File: config.mk
export PLATFORM = sky130hd
export DESIGN_NAME = clkdiv_ctrl_flat
export DESIGN_NICKNAME = d
export VERILOG_FILES = /design/src/rtl/clkdiv_if.sv /design/src/rtl/clkdiv_ctrl.sv /design/src/flat_wrapper.sv
export SDC_FILE = /design/constraint.sdc
export NUM_CORES = 1
export LEC_CHECK = 0
export ABC_AREA = 1
export BUFFER_PORTS_ARGS = -buffer_cell sky130_fd_sc_hd__buf_2
export CAP_MARGIN = 20
export CORE_MARGIN = 4
export CORE_UTILIZATION = 44
export DETAILED_ROUTE_END_ITERATION = 6
export REMOVE_ABC_BUFFERS = 1
export SETUP_SLACK_MARGIN = 0.05
export SLEW_MARGIN = 0
export SYNTH_ARGS = -nofsm -noshare
export SYNTH_HDL_FRONTEND = slang
export SYNTH_SLANG_ARGS = --single-unit
export TNS_END_PERCENT = 1
File: constraint.sdc
create_clock -name clk_50mhz -period 5 [get_ports clk_50mhz]
set_input_delay 1 -clock clk_50mhz [delete_from_list [all_inputs] [get_ports clk_50mhz]]
set_output_delay 1 -clock clk_50mhz [all_outputs]
set_load 0.05 [all_outputs]
File: src/rtl/clkdiv_if.sv
// Control/status bundle for clkdiv_ctrl: run/config handshake from the master, divider status from the slave.
interface clkdiv_if;
  localparam int unsigned DIV_W = 8;

  logic             run;
  logic             cfg_req;
  logic [DIV_W-1:0] cfg_div;
  logic             cfg_ack;
  logic             cfg_err;
  logic             busy;
  logic             clk_en;
  logic             clk_out;
  logic [DIV_W-1:0] div_cur;

  modport master (
    output run, cfg_req, cfg_div,
    input  cfg_ack, cfg_err, busy, clk_en, clk_out, div_cur
  );

  modport slave (
    input  run, cfg_req, cfg_div,
    output cfg_ack, cfg_err, busy, clk_en, clk_out, div_cur
  );
endinterface

File: src/rtl/clkdiv_ctrl.sv
// Programmable clock divider with glitch-free ratio changes applied at period boundaries.
// Optional feature: define CLKDIV_PERIOD_CNT_EN to add the 16-bit period_cnt output.
module clkdiv_ctrl #(
  parameter int unsigned DIV_RST = 2
) (
  input  logic        clk_50mhz,
  input  logic        rst,
  clkdiv_if.slave     bus
`ifdef CLKDIV_PERIOD_CNT_EN
  ,
  output logic [15:0] period_cnt
`endif
);
  localparam int unsigned DIV_W = 8;

  typedef enum logic [1:0] {IDLE, RUN, PEND} state_t;

  state_t             state_q, state_d;
  logic [DIV_W-1:0]   cnt_q, cnt_d;
  logic [DIV_W-1:0]   div_q, div_d;
  logic [DIV_W-1:0]   pend_q, pend_d;
  logic               seen_q, seen_d;
  logic               ack_q, ack_d;
  logic               err_q, err_d;
  logic               busy_q, busy_d;
  logic               en_q, en_d;
  logic               out_q, out_d;
  logic               req_new, req_ok, wrap, active_d;

  // State and registered outputs
  always_ff @(posedge clk_50mhz) begin
    if (rst) begin
      state_q <= IDLE;
      cnt_q   <= '0;
      div_q   <= DIV_W'(DIV_RST);
      pend_q  <= DIV_W'(DIV_RST);
      seen_q  <= 1'b0;
      ack_q   <= 1'b0;
      err_q   <= 1'b0;
      busy_q  <= 1'b0;
      en_q    <= 1'b0;
      out_q   <= 1'b0;
    end else begin
      state_q <= state_d;
      cnt_q   <= cnt_d;
      div_q   <= div_d;
      pend_q  <= pend_d;
      seen_q  <= seen_d;
      ack_q   <= ack_d;
      err_q   <= err_d;
      busy_q  <= busy_d;
      en_q    <= en_d;
      out_q   <= out_d;
    end
  end

  // Next state; outputs are derived from the next cnt/div so they line up with the registered count
  always_comb begin
    state_d  = state_q;
    cnt_d    = cnt_q;
    div_d    = div_q;
    pend_d   = pend_q;
    ack_d    = 1'b0;

    // Requests arriving while a change is pending are not sampled and do not set seen
    req_new  = bus.cfg_req && !seen_q && (state_q != PEND);
    req_ok   = (bus.cfg_div >= DIV_W'(2));
    wrap     = (cnt_q == div_q - DIV_W'(1));
    seen_d   = bus.cfg_req && (seen_q || req_new);
    err_d    = req_new && !req_ok;

    case (state_q)
      IDLE: begin
        cnt_d = '0;
        if (req_new && req_ok) begin
          div_d = bus.cfg_div;
          ack_d = 1'b1;
        end
        if (bus.run) state_d = RUN;
      end
      RUN: begin
        if (!bus.run) begin
          state_d = IDLE;
          cnt_d   = '0;
          if (req_new && req_ok) begin
            div_d = bus.cfg_div;
            ack_d = 1'b1;
          end
        end else begin
          cnt_d = wrap ? '0 : cnt_q + DIV_W'(1);
          if (req_new && req_ok) begin
            pend_d  = bus.cfg_div;
            state_d = PEND;
          end
        end
      end
      PEND: begin
        if (!bus.run) begin
          div_d   = pend_q;
          ack_d   = 1'b1;
          cnt_d   = '0;
          state_d = IDLE;
        end else if (wrap) begin
          div_d   = pend_q;
          ack_d   = 1'b1;
          cnt_d   = '0;
          state_d = RUN;
        end else begin
          cnt_d = cnt_q + DIV_W'(1);
        end
      end
      default: begin
        state_d = IDLE;
        cnt_d   = '0;
      end
    endcase

    active_d = (state_d != IDLE);
    en_d     = active_d && (cnt_d == div_d - DIV_W'(1));
    out_d    = active_d && (cnt_d < div_d - (div_d >> 1));
    busy_d   = (state_d == PEND);
  end

  assign bus.cfg_ack = ack_q;
  assign bus.cfg_err = err_q;
  assign bus.busy    = busy_q;
  assign bus.clk_en  = en_q;
  assign bus.clk_out = out_q;
  assign bus.div_cur = div_q;

`ifdef CLKDIV_PERIOD_CNT_EN
  // Completed periods since the last ratio change
  always_ff @(posedge clk_50mhz) begin
    if (rst || ack_q) period_cnt <= '0;
    else if (en_q)    period_cnt <= period_cnt + 16'd1;
  end
`endif
endmodule

File: src/flat_wrapper.sv
// flat-port wrapper written by rule: the top's interface ports become plain ports
module clkdiv_ctrl_flat 
#(
  parameter int unsigned DIV_RST = 2
)
  (clk_50mhz, rst, bus_run, bus_cfg_req, bus_cfg_div, bus_cfg_ack, bus_cfg_err, bus_busy, bus_clk_en, bus_clk_out, bus_div_cur);
  clkdiv_if bus_i ();
  input  logic clk_50mhz;
  input  logic rst;
  input wire logic [$bits(bus_i.run)-1:0] bus_run;
  input wire logic [$bits(bus_i.cfg_req)-1:0] bus_cfg_req;
  input wire logic [$bits(bus_i.cfg_div)-1:0] bus_cfg_div;
  output wire logic [$bits(bus_i.cfg_ack)-1:0] bus_cfg_ack;
  output wire logic [$bits(bus_i.cfg_err)-1:0] bus_cfg_err;
  output wire logic [$bits(bus_i.busy)-1:0] bus_busy;
  output wire logic [$bits(bus_i.clk_en)-1:0] bus_clk_en;
  output wire logic [$bits(bus_i.clk_out)-1:0] bus_clk_out;
  output wire logic [$bits(bus_i.div_cur)-1:0] bus_div_cur;
  assign bus_i.run = bus_run;
  assign bus_i.cfg_req = bus_cfg_req;
  assign bus_i.cfg_div = bus_cfg_div;
  assign bus_cfg_ack = bus_i.cfg_ack;
  assign bus_cfg_err = bus_i.cfg_err;
  assign bus_busy = bus_i.busy;
  assign bus_clk_en = bus_i.clk_en;
  assign bus_clk_out = bus_i.clk_out;
  assign bus_div_cur = bus_i.div_cur;
  clkdiv_ctrl #(.DIV_RST(DIV_RST)) u_core (.clk_50mhz(clk_50mhz), .rst(rst), .bus(bus_i));
endmodule
==> results.toml <==
[outcome]
status = "finished, final reports clean"

[critical_path]
worstPathArrival_ns = 4.72
cp_common_cell = "nand2_1"
slowest_stage = "a2111oi_2"
crit_type = "reg -> reg"
path_max_fanout = 6
critPathLaunchType = "flop"
worst_setup_path_end_kind = "flop"
rr_worst_depth = 29
crit_required_ns = 5.22
worst_path_largest_cell_delay_ns = 0.38

[detailed_routing]
wl_mm = 7.326
avgViaCountPerCell = 5.087
drtAntennaViolNets = 0
drc = 0
initialDrtViolationCount = 233
drtPass1Iterations = 5
dr_total_vias = 2747
avgRoutedWirePerCell_um = 13.57

[final_layout]
fin_cells = 540
antennaDiodeCount = 0
finalInstanceArea_um2 = 3134
layout-drive-gt1-share_pct = 16.34
register_area_um2 = 640.6
multi_input_area_um2 = 1932
final_nets = 505
synthToLayoutAreaGrowth_pct = 11.43
fillers = 650

[yosys]
synth_area_leaders = "dfxtp_1 23%, nand2_1 15%, ha_1 12%"
synth_top_area_share_pct = 22.78
yosysSeqAreaShare_pct = 22.78
syn-cell-area_um2 = 2813
ys_ff_latch = 32
synthArstFlopShare_pct = 0
ys.flop_type = "dfxtp_1"
synth_cell_types = 36
syn_inst = 436
synth_edf_count = 0
yosysWarningCount = 0
postSynthAreaPerCell_um2 = 6.451
synth_top_area_cell = "dfxtp_1"

[clocking]
clock-sinks = 32
clock_path_buffers = 2
cts_root_buf = "clkbuf_8"
htreeDepth = 2
path_clk_slew_ns = 0.09
cts_made_buffers = 5
cts_tree = "built"
clk_latency_ns = 0.30

[sta]
skew_ns = 0.01452
tightestPinTransition_ns = 0.5014
fmax_ghz = 0.2225
period_share_pct = 89.89
rsz0062_at_grt = "false"
finalHoldViolations = 0
fin_crit_ns = 4.495
setup_tns_ns = 0
slew_headroom_pct = 66.57
finalSetupViolCount = 0
whs_ns = 0.4771
slew_viol_final = 0

[power]
power_leakage_nw = 1.680
pwr_density_cell_nw_per_um2 = 281.4
ir_drop_mv = 0.1319
total_power_uw = 882.0

[global_routing]
antenna_found_initial = 0
grt_usage_pct = 20.76
first_global_vias = 2632
grt_max_degree = 25
grt_overflow = 0
grt_first_pass_wirelength_mm = 12.42

[floorplanning]
core-area_um2 = 6061
start_util_pct = 46.41
io_pins = 25
die_w_um = 87.96
fp.dieArea_um2 = 7736
fp-row-count = 28
chipHeight_um = 87.96

[placed_design]
port_buffers = 24
gp_congestion = 0.8637
dpl.hpwl_mm = 6.023
dp_cells = 532
placed_area_um2 = 3018

[min_path]
min_path_type = "reg -> reg"
hold_depth = 2

[job]
cap_violations = 0
-- routing by layer --
metal	global-route usage, %	wire length [µm]
met2	32.33	3169
met5	0	0
met3	3.198	466
met1	29.34	3515
met4	6.555	174
-- cells in the final DEF (no fill, tap or decap), types with 2 or more instances in the layout --
cell type and count:
nor2_2 6, inv_2 8, nand3_1 46, clkinvlp_4 2, inv_1 56, dfxtp_1 32, nand2_4 4, nand3b_1 2
o21ai_2 2, xnor2_1 5, ha_1 28, buf_4 2, xor2_1 14, nand2_1 110, clkbuf_8 5, o21ai_0 13
nand2_2 13, nor2_1 55, o21ai_1 2, a211oi_1 2, buf_2 24, nor3_1 2, a21oi_1 11, nor2_4 4
nand4_1 4
-- cell families (layout without fill, tap and decap cells) --
| kind of cell | count (synthesis) | count (layout) | synth area share (%) |
|---|---|---|---|
| simple gates | 250 | 250 | 41.10 |
| buf+inv | 69 | 98 | 9.386 |
| compound gates | 37 | 37 | 7.652 |
| flops | 32 | 32 | 22.78 |
| fa+ha+maj | 29 | 29 | 13.17 |
| xor+xnor | 19 | 19 | 5.916 |
-- cell usage after synthesis, types with 2 or more instances --
cell and instances:
a211oi_1 2, a21oi_1 11, clkbuf_1 3, dfxtp_1 32, ha_1 28, inv_1 56
inv_2 8, nand2_1 111, nand2_2 12, nand2_4 4, nand3_1 46, nand3b_1 2
nand4_1 4, nor2_1 55, nor2_2 6, nor2_4 4, nor3_1 2, o21ai_0 14
o21ai_1 2, xnor2_1 5, xor2_1 14
-- cell type report --
cell class                      count  area share (%)
Sequential cell                    32           20.44
Multi-Input combinational cell    335           61.64
Clock inverter                      3          0.7585
Tap cell                           75           2.994
Inverter                           64           7.665
Timing Repair Buffer               26           4.311
Clock buffer                        5           2.196
-- sequential cells by signal, summed over array words and instances (netlist names) --
register,flops
u_core.state_q,2
u_core.seen_q,1
u_core.bus.busy,1
u_core.bus.clk_out,1
u_core.cnt_q,8
u_core.bus.cfg_err,1
u_core.pend_q,8
u_core.bus.clk_en,1
u_core.bus.div_cur,8
u_core.bus.cfg_ack,1
-- where the power goes --
group          internal, mW  total (mW)  switching (mW)  leakage, nW
clock                0.0986       0.210           0.111       0.0404
combinational         0.141       0.392           0.251         1.38
sequential            0.267       0.281          0.0139        0.261
total                 0.506       0.882           0.376         1.68
-- worst max-delay path, delay by kind of cell, from the launching register on --
kind,cells,cell delay (ns)
AND/OR/NAND/NOR,14,1.44
flip-flops,1,0.36
adder cells (fa/ha/maj),3,0.83
buffers and inverters,3,0.32
AO/OA/AOI/OAI,8,1.31
XOR/XNOR,1,0.14
-- path summary, 6_finish.rpt --
check / endpoint / slack, ns / from
max: u_core.bus.clk_out / 0.51 / u_core.bus.div_cur[1]
min: u_core.pend_q[7] / 0.48 / u_core.pend_q[7]
max reg2reg: u_core.bus.clk_out / 0.51 / u_core.bus.div_cur[1]
min reg2reg: u_core.pend_q[7] / 0.48 / u_core.pend_q[7]
-- through the flow --
stage                     utilization [%]  worst slack, ns
after CTS                           51.32           0.2224
after detailed placement            49.79          0.04421
after floorplan                         -           0.4603
final                               51.71           0.5053
after global placement              49.79           0.2874
after global routing                51.71          0.03341
-- what timing repair did --
| item | in CTS | in global routing |
|---|---|---|
| gates resized for setup | 0 | 7 |
| setup buffers | 0 | 0 |
| hold buffers | 0 | 0 |
| setup endpoints to repair | 0 | 1 |
(Power assumes the default switching activity.)
